$ cat src/rtl/reduce_seq_ctrl.sv
// -----------------------------------------------------------------------------
// reduce_seq_ctrl
//
// Sequencer that applies a 4-bit unary reduction (AND/NAND/OR/NOR/XOR/XNOR)
// across a wide operand, one CHUNK_W slice per cycle, and folds the per-slice
// results into a single result bit. It sits between a valid/ready request
// source and a consumer, so that wide reductions time-share one narrow
// reduction datapath.
//
// Ports
//   clk        in   1       rising-edge clock
//   rst        in   1       synchronous, active-high reset
//   in_valid   in   1       request present
//   in_ready   out  1       controller can accept a request (state == IDLE)
//   in_data    in   DATA_W  operand
//   in_op      in   3       0 AND, 1 NAND, 2 OR, 3 NOR, 4 XOR, 5 XNOR, 6/7 illegal
//   out_valid  out  1       result present (state == DONE)
//   out_ready  in   1       consumer takes the result
//   out_bit    out  1       reduction result
//   out_err    out  1       request carried an illegal op
//   busy       out  1       state != IDLE
// -----------------------------------------------------------------------------
module reduce_seq_ctrl #(
    parameter int DATA_W  = 32,
    parameter int CHUNK_W = 4
) (
    input  logic              clk,
    input  logic              rst,
    input  logic              in_valid,
    output logic              in_ready,
    input  logic [DATA_W-1:0] in_data,
    input  logic [2:0]        in_op,
    output logic              out_valid,
    input  logic              out_ready,
    output logic              out_bit,
    output logic              out_err,
    output logic              busy
);

    localparam int NCHUNK = DATA_W / CHUNK_W;
    localparam int IDX_W  = (NCHUNK > 1) ? $clog2(NCHUNK) : 1;
    localparam logic [IDX_W-1:0] LAST_IDX = IDX_W'(NCHUNK - 1);

    // The operand must split into whole slices; refuse to elaborate otherwise.
    generate
        if ((DATA_W % CHUNK_W) != 0 || DATA_W < CHUNK_W) begin : g_bad_width
            $error("reduce_seq_ctrl: DATA_W must be a non-zero multiple of CHUNK_W");
        end
    endgenerate

    // Op encoding: bits [2:1] select the family (00 AND, 01 OR, 10 XOR,
    // 11 illegal), bit [0] selects the inverted form (NAND/NOR/XNOR).
    localparam logic [1:0] FAM_AND = 2'b00;
    localparam logic [1:0] FAM_OR  = 2'b01;
    localparam logic [1:0] FAM_BAD = 2'b11;

    typedef enum logic [1:0] {
        IDLE = 2'd0,
        RUN  = 2'd1,
        DONE = 2'd2
    } state_t;

    state_t             state_q,   state_d;
    logic [DATA_W-1:0]  data_q,    data_d;
    logic [2:0]         op_q,      op_d;
    logic [IDX_W-1:0]   idx_q,     idx_d;
    logic               acc_q,     acc_d;
    logic               out_bit_q, out_bit_d;
    logic               out_err_q, out_err_d;

    // Slice view of the latched operand, LSB slice at index 0.
    logic [CHUNK_W-1:0] slices [NCHUNK];

    generate
        for (genvar gi = 0; gi < NCHUNK; gi++) begin : g_slice
            assign slices[gi] = data_q[gi*CHUNK_W +: CHUNK_W];
        end
    endgenerate

    logic [CHUNK_W-1:0] cur_slice;
    logic               slice_red;
    logic               acc_step;

    // Narrow shared datapath: reduce the current slice and fold into acc.
    always_comb begin
        cur_slice = slices[idx_q];
        slice_red = ^cur_slice;
        acc_step  = acc_q ^ slice_red;
        case (op_q[2:1])
            FAM_AND: begin
                slice_red = &cur_slice;
                acc_step  = acc_q & slice_red;
            end
            FAM_OR: begin
                slice_red = |cur_slice;
                acc_step  = acc_q | slice_red;
            end
            default: begin
                slice_red = ^cur_slice;
                acc_step  = acc_q ^ slice_red;
            end
        endcase
    end

    // Next-state and datapath update.
    always_comb begin
        state_d   = state_q;
        data_d    = data_q;
        op_d      = op_q;
        idx_d     = idx_q;
        acc_d     = acc_q;
        out_bit_d = out_bit_q;
        out_err_d = out_err_q;

        case (state_q)
            IDLE: begin
                if (in_valid) begin
                    data_d = in_data;
                    op_d   = in_op;
                    if (in_op[2:1] == FAM_BAD) begin
                        // Illegal op skips the datapath and reports at once.
                        out_bit_d = 1'b0;
                        out_err_d = 1'b1;
                        state_d   = DONE;
                    end else begin
                        // Identity element: 1 for the AND family, 0 otherwise.
                        acc_d   = (in_op[2:1] == FAM_AND);
                        idx_d   = '0;
                        state_d = RUN;
                    end
                end
            end

            RUN: begin
                acc_d = acc_step;
                if (idx_q == LAST_IDX) begin
                    out_bit_d = acc_step ^ op_q[0];
                    out_err_d = 1'b0;
                    state_d   = DONE;
                end else begin
                    idx_d = idx_q + 1'b1;
                end
            end

            DONE: begin
                // Result and flags hold until the consumer takes them.
                if (out_ready) begin
                    state_d = IDLE;
                end
            end

            default: begin
                state_d = IDLE;
            end
        endcase
    end

    always_ff @(posedge clk) begin
        if (rst) begin
            state_q   <= IDLE;
            data_q    <= '0;
            op_q      <= '0;
            idx_q     <= '0;
            acc_q     <= 1'b0;
            out_bit_q <= 1'b0;
            out_err_q <= 1'b0;
        end else begin
            state_q   <= state_d;
            data_q    <= data_d;
            op_q      <= op_d;
            idx_q     <= idx_d;
            acc_q     <= acc_d;
            out_bit_q <= out_bit_d;
            out_err_q <= out_err_d;
        end
    end

    assign in_ready  = (state_q == IDLE);
    assign out_valid = (state_q == DONE);
    assign busy      = (state_q != IDLE);
    assign out_bit   = out_bit_q;
    assign out_err   = out_err_q;

endmodule

$ cat config.mk
export PLATFORM = sky130hd
export DESIGN_NAME = reduce_seq_ctrl
export DESIGN_NICKNAME = d
export VERILOG_FILES = /design/src/rtl/reduce_seq_ctrl.sv
export SDC_FILE = /design/constraint.sdc
export NUM_CORES = 1
export LEC_CHECK = 0
export CAP_MARGIN = 10
export CORE_ASPECT_RATIO = 1.2
export CORE_MARGIN = 2
export CORE_UTILIZATION = 30
export CTS_BUF_LIST = sky130_fd_sc_hd__clkbuf_8
export CTS_CLUSTER_SIZE = 20
export DETAILED_ROUTE_END_ITERATION = 10
export PLACE_DENSITY = 0.55
export SETUP_SLACK_MARGIN = 0.3
export SYNTH_ARGS = -nofsm -noshare
export SYNTH_HDL_FRONTEND = slang
export SYNTH_SLANG_ARGS = --single-unit
$ cat constraint.sdc
create_clock -name clk -period 6.3 [get_ports clk]
set_input_delay 1.26 -clock clk [delete_from_list [all_inputs] [get_ports clk]]
set_output_delay 1.26 -clock clk [all_outputs]
set_load 0.1 [all_outputs]
== After elaboration in Yosys (flattened, before gate mapping) ==
Cells that the tools add are included.
Operators by class
  mux-type cells: 24
  $add $sub $neg: 1
  reductions and logical operators: 13
  bitwise operators: 5
  magnitude comparators: 1
  equal/unequal tests: 11
Operators by type and width (count)
  $bmux 4 s3: 1
  $reduce_and 4->1: 3
  $mux 3: 3
  $mux 1: 8
  $mux 2: 4
  $mux 4: 2
  $ne 2x2->1 const B: 4
  $pmux 1 s2: 4
  $logic_not 2->1: 3
  $pmux 2 s3: 1
  $pmux 3 s2: 1
  $reduce_and 3->1: 2
  $eq 2x1->1 const B: 2
  $eq 2x2->1 const B: 2
  $ge 4x4->1 const B: 1
  $ne 2x1->1 const B: 2
  $not 3->4: 1
  $reduce_bool 2->1: 2
  $reduce_or 4->1: 1
  $reduce_xor 4->1: 1
  $add 3x1->3 const B: 1
  $eq 3x3->1 const B: 1
  $reduce_and 2->1: 1
  $xor 1x1->1: 2
  2 further kinds: 2
Storage, ports and cells
  logic and storage cells: 62
  input bits: 39
  output and inout bits: 5
  flip-flop bits (word level): 43

== Longest topological paths before layout ==
  depth after elaboration: 10
  depth in mapped cells: 9
  depth with buffers taken out: 8

== Worst setup path before layout ==
OpenSTA, ideal clock, no wires.
  kind: register to output
  start: register state_q[1]
  end: output port out_valid
  path slack: 3.222 ns
  arrival: 1.818 ns
  cell stages (with the launch flop): 2
  required time: 5.040 ns
  buffers on the path: 0
  path through: dfxtp_1 > nor2b_1
On the way
  longest elaborated chain between the ends: 1
Ends and longest elaborated chain
  start, declared: RTL line 63  | state_t state_q, state_d;
  start signal, assigned: RTL line 168  | state_q <= state_d;
  $eq 2x2->1: RTL line 179  | assign out_valid = (state_q == DONE);
  end, declared: RTL line 33  | output logic out_valid,
Every way passes these cells.

== Final worst setup path ==
Ends and elaborated chain as after synthesis.

==> impl_metrics.toml <==
[clock_tree]
cts_buffers = 5
cts-root-buf = "clkbuf_8"
clk_latency_ns = 0.29
cts_resized = 0
clock-sinks = 43
path_clk_slew_ns = 0.08
cts_tree = "done"
htree_levels = 2
cts_hold_buffers = 0
post_cts_buffers = 0
clock_path_buffers = 2

[yosys]
synth.distinct_cells = 34
synth_top_cell_by_area = "dfxtp_1"
netlist.area_leader.share_pct = 43.41
yosysWarnings = 0
syn_area_per_cell_um2 = 8.511
synth_area_um2 = 1983
ys_ff_latch = 43
syn_inst = 233
ys_seq_area_share_pct = 43.41
syn-num-nets = 278
synth_area_leaders = "dfxtp_1 (43%), nand2_1 (14%), a21oi_1 (10%)"

[floorplan]
boundaryPins = 44
coreArea_um2 = 6406
die-area_um2 = 7280
start_util_pct = 30.96
fp.dieW_um = 78.22
die_h_um = 93.07
rows = 32

[setup_path]
end_kind = "primary output"
cp_data_required_time_ns = 5.04
slowest_delay_ns = 1.15
slowest_stage = "clkdlybuf4s50_1"
path_cells = "nor2b_1 -> clkdlybuf4s50_1"
path_class = "reg2out"
startpoint_type = "flop"
r2r_slack_ns = 3.43
cp_max_fo = 8
crit_arrival_ns = 2.09
critical_path.top_delay_family = "buffers and inverters"
critPathBufInv = 1

[final_layout]
fin_area_um2 = 2565
areaGrowthSynthToFinish_pct = 29.34
num_antenna_cells = 0
final_common_cell = "nand2_1"
fin_nets = 316
utilization_pct = 40.04
drive_above_1_share_pct = 9.225
multi_input_area_um2 = 1003
n_fill_cell = 689
regArea_um2 = 860.8
layout_common_cells = "nand2_1 (73), dfxtp_1 (43), clkdlybuf4s50_1 (43)"

[min_path]
worst_hold_path_type = "reg2reg"

[power_and_ir_drop]
power_frac_clock_pct = 29.8
vdd_drop_max_uv = 85.71
seq_power_share_pct = 51.3
p_leak_nw = 0.9669
swShare_pct = 26.98
p_switching_mw = 0.1585
power_frac_comb_pct = 19.0
total_power_mw = 0.5874
power_density_nw_per_um2 = 229.0
internal_power_mw = 0.4289

[grt]
grt.overflow.total = 0
grt_max_degree = 46
antenna_found_initial = 0
grt_usage_pct = 12.32
grt_pass1_vias = 1481
grt_first_pass_wirelength_um = 6989

[drt]
ant_nets = 0
drt_iter0_markers = 78
first_pass_iters = 3
wl_per_cell_um = 12.19
drt_wl_total_um = 4338
vias = 1653
drc_errors = 0
vias_per_cell = 4.643

[flow_run]
maxCapViolations = 0

[timing]
worst_pin_slew_ns = 0.9627
fin_crit_ns = 3.350
skew_ns = 0.002757
slew_viol_final = 0
fin_crit_sh_pct = 53.18
relSlewSlack_pct = 35.62
hold_violations = 0
setup_viol_count_final = 0
fmax_ghz = 0.2985
totalNegativeSetupSlack_ns = 0
rsz0062_at_grt = "false"

[placement]
io_buffer_count = 43
gp_congestion = 0.7042
dpl.hpwl_um = 2974
dpl-instance-area_um2 = 2450

[status]
status = "finished clean"
## power groups by stage
stage	Sequential (mW)	Combinational (mW)	Clock, mW
finish	0.301	0.111	0.175
global route	0.304	0.123	0.194
CTS	0.301	0.110	0.182
detailed placement	0.308	0.110	0
global placement	0.307	0.109	0
floorplan	0.304	0.0736	0
## worst reg2reg max path, stage by stage, from the launching register on
cell and delay, ns:
dfxtp_1 0.72, mux4_2 0.59, mux2i_1 0.25, ha_1 0.29
xor2_1 0.21, mux2i_1 0.14, or4_1 0.51, o311ai_1 0.08
## path summary, 6_finish.rpt
check | from | endpoint | depth (start not counted)
max | state_q[1] | out_valid | 2
min | data_q[6] | data_q[6] | 2
max reg2reg | idx_q[0] | out_bit | 7
min reg2reg | data_q[6] | data_q[6] | 2
## stage by stage
stage	hold slack [ns]	instances	setup WS, ns
after floorplan	0.4331	233	3.222
after global placement	0.4399	348	3.284
after detailed placement	0.4455	348	3.253
after CTS	0.4566	355	2.922
after global routing	0.4754	356	2.854
final	0.4547	356	2.950
## area by class of cell
cell class / instances / area share (%)
multi-input combinational: 166 / 39.12
timing repair buffer: 46 / 18.44
tap: 85 / 4.146
clock buffer: 6 / 3.220
clock inverter: 1 / 0.1951
inverter: 9 / 1.317
sequential: 43 / 33.56
## flip-flops by register name, summed over array words and instances, names as in the netlist
| register | cells |
|---|---|
| idx_q | 3 |
| out_err | 1 |
| data_q | 32 |
| out_bit | 1 |
| op_q | 3 |
| state_q | 2 |
| acc_q | 1 |
## cells in the mapped netlist, drive strengths merged
cell and instances:
nand2 73, dfxtp 43, a21oi 41, inv 9, buf 8, mux4 8, nor2 8, clkbuf 6
ha 6, mux2i 5, nand2b 3, a211oi 2, a22oi 2, nor3 2, o311ai 2, a211o 1
a21bo 1, and2 1, and3b 1, clkdlybuf4s18 1, mux2 1, nand3 1, nand3b 1, nand4b 1
nor2b 1, nor3b 1, o21ai 1, o41ai 1, or4 1, xor2 1
## per-layer routing
metal  up-vias  GRT usage (%)  wire, µm
met5         -              0         0
met2        29          19.68      2145
li1        859              -         -
met1       760          15.80      1965
met3         5          2.992       151
met4         0          5.409        76
## logic make-up (layout without fill, tap and decap cells)
kind of cell	count (synthesis)	after routing	synth area share [%]
buffers and inverters	24	62	5.993
AO/OA/AOI/OAI	51	51	14.38
adder cells (fa/ha/maj)	6	6	3.785
AND/OR/NAND/NOR	94	94	19.81
flip-flops	43	43	43.41
multiplexers	14	14	12.18
XOR/XNOR	1	1	0.4417
No activity file was read; power rests on OpenSTA's default activity.
